<file path="config.mk">
export PLATFORM = sky130hd
export DESIGN_NAME = spi_frame_master
export DESIGN_NICKNAME = d
export VERILOG_FILES = /design/src/rtl/spi_frame_pkg.sv /design/src/rtl/spi_frame_clkgen.sv /design/src/rtl/spi_frame_master.sv
export SDC_FILE = /design/constraint.sdc
export NUM_CORES = 1
export LEC_CHECK = 0
export CORE_MARGIN = 2
export CORE_UTILIZATION = 45
export DETAILED_ROUTE_END_ITERATION = 10
export DONT_BUFFER_PORTS = 1
export GPL_ROUTABILITY_DRIVEN = 0
export PLACE_DENSITY = 0.58
export RECOVER_POWER = 25
export SLEW_MARGIN = 20
export SYNTH_ARGS = -nofsm -noshare
export SYNTH_HDL_FRONTEND = slang
export SYNTH_HIERARCHICAL = 1
export SYNTH_SLANG_ARGS = --single-unit
</file>
<file path="constraint.sdc">
create_clock -name clk -period 2.4 [get_ports clk]
set_input_delay 0.48 -clock clk [delete_from_list [all_inputs] [get_ports clk]]
set_output_delay 0.48 -clock clk [all_outputs]
set_load 0.05 [all_outputs]
</file>
<file path="src/rtl/spi_frame_pkg.sv">
// Shared types and helpers for the framed SPI master.
//   state_e   : master FSM states
//   MSGID_W   : width of the frame header compared against MSGID
//   cnt_width : bits needed to hold the values 0..max_val
package spi_frame_pkg;

  localparam int unsigned MSGID_W = 32;

  typedef enum logic [2:0] {
    IDLE,
    SETUP,
    SHIFT_HI,
    SHIFT_LO,
    HOLD,
    GAP
  } state_e;

  function automatic int unsigned cnt_width(input int unsigned max_val);
    return (max_val < 1) ? 1 : $clog2(max_val + 1);
  endfunction

endpackage

</file>
<file path="src/rtl/spi_frame_clkgen.sv">
// sclk phase generator: counts CLK_DIV cycles per half period while enabled.
// Phase starts in the high half whenever enable rises, so the first edge the
// FSM sees after SETUP is always a rising one.
//   clk, rst    : system clock, synchronous active-high reset
//   en          : run the phase counter (cleared whenever low)
//   hi_first_c  : first cycle of a high half period
//   fall_tick_c : last cycle of a high half period (sclk falls next)
//   rise_tick_c : last cycle of a low half period (sclk rises next)
module spi_frame_clkgen
  import spi_frame_pkg::*;
#(
  parameter int unsigned CLK_DIV = 4
) (
  input  logic clk,
  input  logic rst,
  input  logic en,
  output logic hi_first_c,
  output logic fall_tick_c,
  output logic rise_tick_c
);

  localparam int unsigned PH_W = cnt_width(CLK_DIV);

  logic [PH_W-1:0] ph_cnt;
  logic            lo_phase;
  logic            ph_last_c;

  assign ph_last_c = (ph_cnt == PH_W'(CLK_DIV - 1));

  // Half-period counter and phase flag
  always_ff @(posedge clk) begin
    if (rst || !en) begin
      ph_cnt   <= '0;
      lo_phase <= 1'b0;
    end else if (ph_last_c) begin
      ph_cnt   <= '0;
      lo_phase <= ~lo_phase;
    end else begin
      ph_cnt   <= ph_cnt + PH_W'(1);
    end
  end

  assign hi_first_c  = en && !lo_phase && (ph_cnt == '0);
  assign fall_tick_c = en && !lo_phase && ph_last_c;
  assign rise_tick_c = en &&  lo_phase && ph_last_c;

endmodule

</file>
<file path="src/rtl/spi_frame_master.sv">
// SPI mode-0 master for one fixed-length frame per request. Sends tx_data MSB
// first on mosi, captures the reply from miso and flags whether its top
// MSGID_W bits match MSGID.
//   clk, rst        : system clock, synchronous active-high reset
//   start, tx_data  : frame request, accepted only while idle
//   rx_data         : last received frame (held until the next done)
//   done            : frame complete pulse; rx_valid / msgid_err qualify it
//   busy            : frame in progress including the inter-frame gap
//   sclk, mosi, sel : SPI outputs (sel active low); miso : SPI input
module spi_frame_master
  import spi_frame_pkg::*;
#(
  parameter int unsigned           BUFFER_SIZE = 64,
  parameter logic [MSGID_W-1:0]    MSGID       = 32'h74697277,
  parameter int unsigned           CLK_DIV     = 4,
  parameter int unsigned           CS_SETUP    = 4,
  parameter int unsigned           CS_HOLD     = 4,
  parameter int unsigned           CS_GAP      = 8
) (
  input  logic                   clk,
  input  logic                   rst,
  input  logic                   start,
  input  logic [BUFFER_SIZE-1:0] tx_data,
  output logic [BUFFER_SIZE-1:0] rx_data,
  output logic                   done,
  output logic                   rx_valid,
  output logic                   msgid_err,
  output logic                   busy,
  output logic                   sclk,
  output logic                   mosi,
  input  logic                   miso,
  output logic                   sel
);

  localparam int unsigned CNT_W   = cnt_width(BUFFER_SIZE);
  localparam int unsigned TMR_MAX = (CS_SETUP > CS_HOLD) ?
                                    ((CS_SETUP > CS_GAP) ? CS_SETUP : CS_GAP) :
                                    ((CS_HOLD  > CS_GAP) ? CS_HOLD  : CS_GAP);
  localparam int unsigned TMR_W   = cnt_width(TMR_MAX);

  state_e                 state_q, state_d;
  logic [TMR_W-1:0]       tmr_q, tmr_d;
  logic [CNT_W-1:0]       bit_cnt_q, bit_cnt_d;
  logic [BUFFER_SIZE-1:0] tx_sr_q, tx_sr_d;
  logic [BUFFER_SIZE-1:0] rx_sr_q, rx_sr_d;
  logic [BUFFER_SIZE-1:0] rx_data_d;
  logic [BUFFER_SIZE-1:0] tx_shift_c;
  logic                   sel_d, sclk_d, mosi_d, busy_d;
  logic                   done_d, rx_valid_d, msgid_err_d;
  logic                   clk_en_c, hdr_match_c;
  logic                   hi_first_c, fall_tick_c, rise_tick_c;

  assign clk_en_c    = (state_q == SHIFT_HI) || (state_q == SHIFT_LO);
  assign tx_shift_c  = tx_sr_q << 1;
  assign hdr_match_c = (rx_sr_q[BUFFER_SIZE-1 -: MSGID_W] == MSGID);

  spi_frame_clkgen #(
    .CLK_DIV (CLK_DIV)
  ) u_clkgen (
    .clk         (clk),
    .rst         (rst),
    .en          (clk_en_c),
    .hi_first_c  (hi_first_c),
    .fall_tick_c (fall_tick_c),
    .rise_tick_c (rise_tick_c)
  );

  // State, datapath and output registers
  always_ff @(posedge clk) begin
    if (rst) begin
      state_q   <= IDLE;
      tmr_q     <= '0;
      bit_cnt_q <= '0;
      tx_sr_q   <= '0;
      rx_sr_q   <= '0;
      rx_data   <= '0;
      sel       <= 1'b1;
      sclk      <= 1'b0;
      mosi      <= 1'b1;
      busy      <= 1'b0;
      done      <= 1'b0;
      rx_valid  <= 1'b0;
      msgid_err <= 1'b0;
    end else begin
      state_q   <= state_d;
      tmr_q     <= tmr_d;
      bit_cnt_q <= bit_cnt_d;
      tx_sr_q   <= tx_sr_d;
      rx_sr_q   <= rx_sr_d;
      rx_data   <= rx_data_d;
      sel       <= sel_d;
      sclk      <= sclk_d;
      mosi      <= mosi_d;
      busy      <= busy_d;
      done      <= done_d;
      rx_valid  <= rx_valid_d;
      msgid_err <= msgid_err_d;
    end
  end

  // Next-state and next-output logic
  always_comb begin
    state_d     = state_q;
    tmr_d       = tmr_q;
    bit_cnt_d   = bit_cnt_q;
    tx_sr_d     = tx_sr_q;
    rx_sr_d     = rx_sr_q;
    rx_data_d   = rx_data;
    sel_d       = sel;
    sclk_d      = sclk;
    mosi_d      = mosi;
    busy_d      = busy;
    done_d      = 1'b0;
    rx_valid_d  = 1'b0;
    msgid_err_d = 1'b0;

    case (state_q)
      IDLE: begin
        if (start) begin
          tx_sr_d   = tx_data;
          rx_sr_d   = '0;
          bit_cnt_d = '0;
          tmr_d     = '0;
          sel_d     = 1'b0;
          mosi_d    = tx_data[BUFFER_SIZE-1];
          busy_d    = 1'b1;
          state_d   = SETUP;
        end
      end

      SETUP: begin
        if (tmr_q == TMR_W'(CS_SETUP - 1)) begin
          tmr_d   = '0;
          sclk_d  = 1'b1;
          state_d = SHIFT_HI;
        end else begin
          tmr_d   = tmr_q + TMR_W'(1);
        end
      end

      SHIFT_HI: begin
        if (hi_first_c) begin
          rx_sr_d = {rx_sr_q[BUFFER_SIZE-2:0], miso};
        end
        if (fall_tick_c) begin
          bit_cnt_d = bit_cnt_q + CNT_W'(1);
          sclk_d    = 1'b0;
          // Last rising edge already issued: park mosi high and close out
          if (bit_cnt_q == CNT_W'(BUFFER_SIZE - 1)) begin
            mosi_d  = 1'b1;
            state_d = HOLD;
          end else begin
            tx_sr_d = tx_shift_c;
            mosi_d  = tx_shift_c[BUFFER_SIZE-1];
            state_d = SHIFT_LO;
          end
        end
      end

      SHIFT_LO: begin
        if (rise_tick_c) begin
          sclk_d  = 1'b1;
          state_d = SHIFT_HI;
        end
      end

      HOLD: begin
        if (tmr_q == TMR_W'(CS_HOLD - 1)) begin
          tmr_d       = '0;
          rx_data_d   = rx_sr_q;
          done_d      = 1'b1;
          rx_valid_d  = hdr_match_c;
          msgid_err_d = !hdr_match_c;
          sel_d       = 1'b1;
          state_d     = GAP;
        end else begin
          tmr_d       = tmr_q + TMR_W'(1);
        end
      end

      GAP: begin
        if (tmr_q == TMR_W'(CS_GAP - 1)) begin
          tmr_d   = '0;
          busy_d  = 1'b0;
          state_d = IDLE;
        end else begin
          tmr_d   = tmr_q + TMR_W'(1);
        end
      end

      default: state_d = IDLE;
    endcase
  end

endmodule

</file>
==> results of run 1 <==
## logic make-up after synthesis
| kind of cell | synth area share |
|---|---|
| compound gates | 0.160 |
| xor+xnor | 0.00605 |
| fa+ha+maj | 0.00864 |
| buf+inv | 0.0502 |
| flops | 0.497 |
| mux | 0.00230 |
| simple gates | 0.275 |
## cell usage after synthesis, types with 3 or more instances
cell type  number
buf_2          16
nand3_1         7
a21oi_1       140
buf_1          12
inv_1           5
xor2_1          3
a311oi_1       62
nor3_1         69
xnor2_1         3
a211oi_1        3
nor2_1         17
nor4bb_1        4
dfxtp_1       216
nor2b_1         3
clkbuf_1       75
ha_1            6
nand2_1       325
nand4_1        68
o21ai_0         5
nand3b_1        3
## area by class of cell
cell class | count | share of cell area
Tap cell | 260 | 0.0334
Timing Repair Buffer | 28 | 0.0334
Clock buffer | 36 | 0.0735
Sequential cell | 216 | 0.444
Inverter | 5 | 0.00193
Multi-Input combinational cell | 758 | 0.409
Clock inverter | 6 | 0.00450
## critical path: stages, from the launching register on
cell     delay (ps)
dfxtp_1         350
ha_1            190
ha_2            230
nand2_1         100
nor2_4          140
mux2i_2         120
or4b_4          560
or3_1           320
a21oi_1         140
## repair_timing
item                       4_1_cts  5_1_grt
buffers inserted                 0        2
setup endpoints to repair        2       63
resized for setup                1        6
hold buffers                     0        0
gates cloned                     0        2
## per-layer routing
| layer | GRT usage | share of wire |
|---|---|---|
| met4 | 0.0433 | 0.017 |
| met3 | 0.0476 | 0.067 |
| met2 | 0.310 | 0.45 |
| met5 | 0 | 0 |
| met1 | 0.281 | 0.46 |
## power by group through the flow
stage | Combinational (mW) | Clock, mW | Sequential (mW)
detailed placement | 2.68 | 0 | 4.35
floorplan | 2.06 | 0 | 4.28
global placement | 2.65 | 0 | 4.35
global route | 3.01 | 3.74 | 4.33
CTS | 2.68 | 3.58 | 4.28
finish | 2.69 | 3.47 | 4.28
## sequential cells by signal, indices dropped and copies added, names as in the netlist, 3 cells and up
register / cells
u_clkgen/ph_cnt: 3
tx_sr_q: 63
tmr_q: 4
rx_sr_q: 64
state_q: 3
bit_cnt_q: 7
rx_data: 64
## how the worst max path moves through the flow
stage | slack, ps | cells past startpoint | from | end
3_3_place_gp | 90 | 8 | u_clkgen/ph_cnt[0]$_SDFF_PP0_ | bit_cnt_q[6]$_SDFFE_PP0P_
6_report | 190 | 8 | u_clkgen/ph_cnt[0]$_SDFF_PP0_ | bit_cnt_q[6]$_SDFFE_PP0P_
4_1_cts | 10 | 8 | u_clkgen/ph_cnt[0]$_SDFF_PP0_ | bit_cnt_q[6]$_SDFFE_PP0P_
5_1_grt | 10 | 10 | u_clkgen/ph_cnt[0]$_SDFF_PP0_ | tx_sr_q[38]$_SDFFE_PP0P_
3_5_place_dp | 20 | 8 | u_clkgen/ph_cnt[0]$_SDFF_PP0_ | bit_cnt_q[6]$_SDFFE_PP0P_
2_1_floorplan | 70 | 11 | state_q[2]$_SDFFE_PP0P_ | tx_sr_q[61]$_SDFFE_PP0P_
==> results.sh, run 1 <==
export IMPL_status="complete, no violations"
export IMPL_gr_total_overflow=0
export IMPL_power_density_cell_area_nw_per_um2=1070
export IMPL_synth_main_ff_cell="dfxtp_1"
export IMPL_drt_iter0_markers=408
export IMPL_postPlaceCellArea_um2=8900
export IMPL_post_place_ws_ps=17.1
export IMPL_power_switching_mw=3.55
export IMPL_required_ps=2840
export IMPL_num_antenna_cells=0
export IMPL_ant_nets=0
export IMPL_final_hold_violation_count=0
export IMPL_synth_top_cell_by_area="dfxtp_1"
export IMPL_critPathKind="reg -> reg"
export IMPL_power_share_switching=0.340
export IMPL_power_leakage_nw=3.13
export IMPL_holdWs_ps=53.9
export IMPL_syn_inst=1083
export IMPL_crit_arrival_ps=2660
export IMPL_finalWorstSetupSlack_ps=189
export IMPL_tightest_slew_ps=687
export IMPL_reg2reg_slack_ps=190
export IMPL_grt_max_degree=210
export IMPL_place_inst=1263
export IMPL_synth_top_area_share=0.497
export IMPL_row_count=50
export IMPL_gr_usage_all_layers=0.199
export IMPL_core_area_um2=18800
export IMPL_p_total_mw=10.4
export IMPL_cts_max_level=1
export IMPL_port_buffer_count=0
export IMPL_yosysUniqueCellTypes=51
export IMPL_cts_root_buf="clkbuf_16"
export IMPL_final_common_cell="nand2_1"
export IMPL_dieArea_um2=20400
export IMPL_async_flop_share=0
export IMPL_p_int_mw=6.90
export IMPL_power_share_clock=0.333
export IMPL_r2r_start="u_clkgen/ph_cnt[0]$_SDFF_PP0_"
export IMPL_clock_latency_ps=510
export IMPL_synth_seq_cells=216
export IMPL_netlist_area_um2=8690
export IMPL_layout_drive_gt1_share=0.0772
export IMPL_hp_class="in -> reg"
export IMPL_syn_to_final_growth_pct=12.1
export IMPL_worstSetupStartpointType="register"
export IMPL_antenna_found_initial=0
export IMPL_fin_skew_ps=6.13
export IMPL_vias_per_cell=5.62
export IMPL_whs_path_depth=1
export IMPL_fillCellCount=1831
export IMPL_setup_viol=0
export IMPL_max_freq_ghz=0.452
export IMPL_hold_start="rst"
export IMPL_die_width_um=143
export IMPL_multiInputGateArea_um2=3990
export IMPL_clockBufferDepth=3
export IMPL_stdcell_count=1309
export IMPL_cts_clk_slew_worst_paths_ps=60
export IMPL_maxCapViolations=0
export IMPL_syn_nets=1157
export IMPL_synth_edff_count=0
export IMPL_die_h_um=143
export IMPL_regArea_um2=4320
export IMPL_cts_sinks=216
export IMPL_io_pins=139
export IMPL_holdPathEnd="rx_sr_q[42]$_SDFFE_PP0P_"
export IMPL_routed_wl_um=20900
export IMPL_drc=0
export IMPL_synth_avg_cell_area_um2=8.03
export IMPL_dr_total_vias=7358
export IMPL_final_cell_area_um2=9740
export IMPL_drtPass1Iterations=7
export IMPL_cts_tree="yes"
export IMPL_final_cell_mix="nand2_1, dfxtp_1, a21oi_1, nor3_1, nand4_1"
export IMPL_period_share=0.921
export IMPL_wire_per_inst_um=15.9
export IMPL_reg2reg_to="bit_cnt_q[6]$_SDFFE_PP0P_"
export IMPL_post_route_util=0.517
export IMPL_period_minus_slack_ps=2210
export IMPL_dp_hpwl_um=11700
export IMPL_slew_viol_final=0
export IMPL_yosysSeqAreaShare=0.497
export IMPL_grt_pass1_wl_um=34400
export IMPL_r2r_cells=8
export IMPL_peakVddDrop_mv=0.664
export IMPL_numCtsBuffers=24
export IMPL_layout_nets=1107
export IMPL_synth_warning_count=6
export IMPL_initial_utilization=0.462
export IMPL_seqPwrFrac=0.410
export IMPL_worst_setup_path_end_kind="register"
export IMPL_tns_ps=0
export IMPL_rsz0062_at_grt="no"
export IMPL_grt_pass1_vias=6727
export IMPL_combinationalPowerShare=0.258
export IMPL_crit_fanout=5
export IMPL_slew_headroom=0.542
export IMPL_yosys_top_cells_area="dfxtp_1, nand2_1, a21oi_1, a311oi_1, nand4_1"
Note: power is estimated with default switching activity, not from simulation.
==> run 2, diff against run 1 <==
--- a/config.mk
+++ b/config.mk
@@ -17,3 +17,4 @@
 export SYNTH_HDL_FRONTEND = slang
 export SYNTH_HIERARCHICAL = 1
 export SYNTH_SLANG_ARGS = --single-unit
+export TNS_END_PERCENT = 30
==> results of run 2 <==
The final DEF is identical to that of run 1; final timing and power are the same.
==> run 3, diff against run 2 <==
--- a/config.mk
+++ b/config.mk
@@ -10,6 +10,7 @@
 export DETAILED_ROUTE_END_ITERATION = 10
 export DONT_BUFFER_PORTS = 1
 export GPL_ROUTABILITY_DRIVEN = 0
+export MAX_ROUTING_LAYER = met4
 export PLACE_DENSITY = 0.58
 export RECOVER_POWER = 25
 export SLEW_MARGIN = 20
==> run 3 against run 2 <==
  * Clock skew rose by 0.96 ps
  * Critical endpoint unchanged
  * Cell count barely moved
  * Fmax barely moved
  * Routed wire length rose by 0.16%
  * Sequential share of layout area barely moved
  * Critical path depth did not move
  * Combinational power barely moved
  * Cell area barely moved
==> results.sh, run 3 (synthesis gave the netlist of run 1 again) <==
export IMPL_drc=0
export IMPL_period_minus_slack_ps=2210
export IMPL_globalRoute_busiestLayer="met2"
export IMPL_cpPeakStageDelay_ps=560
export IMPL_post_place_ws_ps=17.1
export IMPL_critPathKind="reg -> reg"
export IMPL_power_density_cell_area_nw_per_um2=1070
export IMPL_cts_root_buf="clkbuf_16"
export IMPL_gr_usage_all_layers=0.205
export IMPL_vias_per_cell=5.66
export IMPL_clockBufferDepth=3
export IMPL_gr_total_overflow=0
export IMPL_syn_to_final_growth_pct=12.1
export IMPL_final_cell_mix="nand2_1, dfxtp_1, a21oi_1, nor3_1, nand4_1"
export IMPL_peakVddDrop_mv=0.664
export IMPL_row_count=50
export IMPL_seqPwrFrac=0.409
export IMPL_maxCapViolations=0
export IMPL_worst_setup_path_end_kind="register"
export IMPL_dr_total_vias=7398
export IMPL_required_ps=2840
export IMPL_final_common_cell="nand2_1"
export IMPL_cpMaxStageDelayCell="or4b_4"
export IMPL_tightest_slew_ps=696
export IMPL_numCtsBuffers=24
export IMPL_initial_utilization=0.462
export IMPL_slew_headroom=0.536
export IMPL_core_area_um2=18800
export IMPL_p_int_mw=6.90
export IMPL_power_leakage_nw=3.13
export IMPL_largestRegisters="rx_data: 64 flops, rx_sr_q: 64 flops, tx_sr_q: 63 flops"
export IMPL_ctsHoldBuffers=0
export IMPL_layout_drive_gt1_share=0.0763
export IMPL_crit_fanout=5
export IMPL_status="complete, no violations"
export IMPL_routed_wl_um=20900
export IMPL_num_antenna_cells=0
export IMPL_grt_pass1_wl_um=34400
export IMPL_dp_hpwl_um=11700
export IMPL_grt_use_met2=0.308
export IMPL_layout_nets=1106
export IMPL_met1_usage=0.284
export IMPL_grt_pass1_vias=6732
export IMPL_drt_iter0_markers=454
export IMPL_cts_max_level=1
export IMPL_setup_viol=0
export IMPL_fin_skew_ps=7.10
export IMPL_final_cell_area_um2=9750
export IMPL_clock_latency_ps=510
export IMPL_cts_sinks=216
export IMPL_port_buffer_count=0
export IMPL_antenna_found_initial=0
export IMPL_worstSetupStartpointType="register"
export IMPL_drtPass1Iterations=5
export IMPL_finalWorstSetupSlack_ps=188
export IMPL_cts_tree="yes"
export IMPL_max_freq_ghz=0.452
export IMPL_postPlaceCellArea_um2=8900
export IMPL_die_width_um=143
export IMPL_period_share=0.922
export IMPL_hp_class="in -> reg"
export IMPL_final_hold_violation_count=0
export IMPL_crit_chain="ha_1, ha_2, nand2_1, nor2_4, mux2i_2, or4b_4, or3_1, a21oi_1"
export IMPL_combinationalPowerShare=0.258
export IMPL_tns_ps=0
export IMPL_power_share_clock=0.333
export IMPL_ant_nets=0
export IMPL_p_total_mw=10.5
export IMPL_wire_per_inst_um=16.0
export IMPL_cts_clk_slew_worst_paths_ps=60
export IMPL_slew_viol_final=0
export IMPL_rsz0062_at_grt="no"
export IMPL_power_switching_mw=3.56
export IMPL_grt_max_degree=210
export IMPL_die_h_um=143
export IMPL_crit_arrival_ps=2660
export IMPL_power_share_switching=0.341
export IMPL_io_pins=139
export IMPL_use_met3=0.0466
export IMPL_dieArea_um2=20400
run 3: cell types whose count changed in the layout (fill, tap and decap cells not counted), sizes merged:
| cell | before | now |
|---|---|---|
| buf | 24 | 23 |
run 3: power groups by stage:
stage / registers [mW] / clock network (mW) / logic, mW
finish: 4.28 / 3.48 / 2.70
global route: 4.33 / 3.74 / 3.01
CTS: 4.28 / 3.58 / 2.68
detailed placement: 4.35 / 0 / 2.68
global placement: 4.35 / 0 / 2.65
floorplan: 4.28 / 0 / 2.06
run 3: through the flow:
stage | util | std cells | hold WS (ps)
3_3_place_gp | 0.473 | 1263 | 444
2_1_floorplan | - | 1083 | 429
4_1_cts | 0.513 | 1305 | 22.0
3_5_place_dp | 0.473 | 1263 | 458
5_1_grt | 0.518 | 1308 | 39.2
6_report | 0.518 | 1308 | 52.3
run 3: critical path: cells and delay by family (launching register included):
| kind | cells | cell delay (ps) |
|---|---|---|
| AO/OA/AOI/OAI | 1 | 140 |
| multiplexers | 1 | 120 |
| adder cells (fa/ha/maj) | 2 | 420 |
| flip-flops | 1 | 350 |
| AND/OR/NAND/NOR | 4 | 1120 |
run 3: layer usage:
| layer | vias up | routed length [µm] | part of all wire |
|---|---|---|---|
| li1 | 3714 | - | - |
| met1 | 3483 | 9780 | 0.47 |
| met2 | 172 | 9470 | 0.45 |
| met3 | 29 | 1290 | 0.062 |
| met4 | 0 | 367 | 0.018 |
| met5 | - | 0 | 0 |
run 3: layout make-up:
cell class / instances / area [µm²]
fillers: 1829 / 9080
flip-flops and latches: 216 / 4320
multi-input cells: 758 / 3990
clock buffers: 36 / 716
repair buffers: 27 / 330
well taps: 260 / 325
clock inverters: 6 / 43.8
inverters: 5 / 18.8
run 3: what timing repair did:
action,in CTS,in global routing
gates cloned,0,2
endpoints found under the setup margin,2,63
gates resized for setup,1,6
buffers inserted,0,1
run 3: path summary, 6_finish.rpt:
kind	cells after the start	end	from	slack [ps]
min	1	tmr_q[3]$_SDFFE_PP0P_	rst	50
max	8	bit_cnt_q[6]$_SDFFE_PP0P_	u_clkgen/ph_cnt[0]$_SDFF_PP0_	190
max reg2reg	8	bit_cnt_q[6]$_SDFFE_PP0P_	u_clkgen/ph_cnt[0]$_SDFF_PP0_	190
min reg2reg	1	u_clkgen/ph_cnt[0]$_SDFF_PP0_	u_clkgen/ph_cnt[0]$_SDFF_PP0_	460
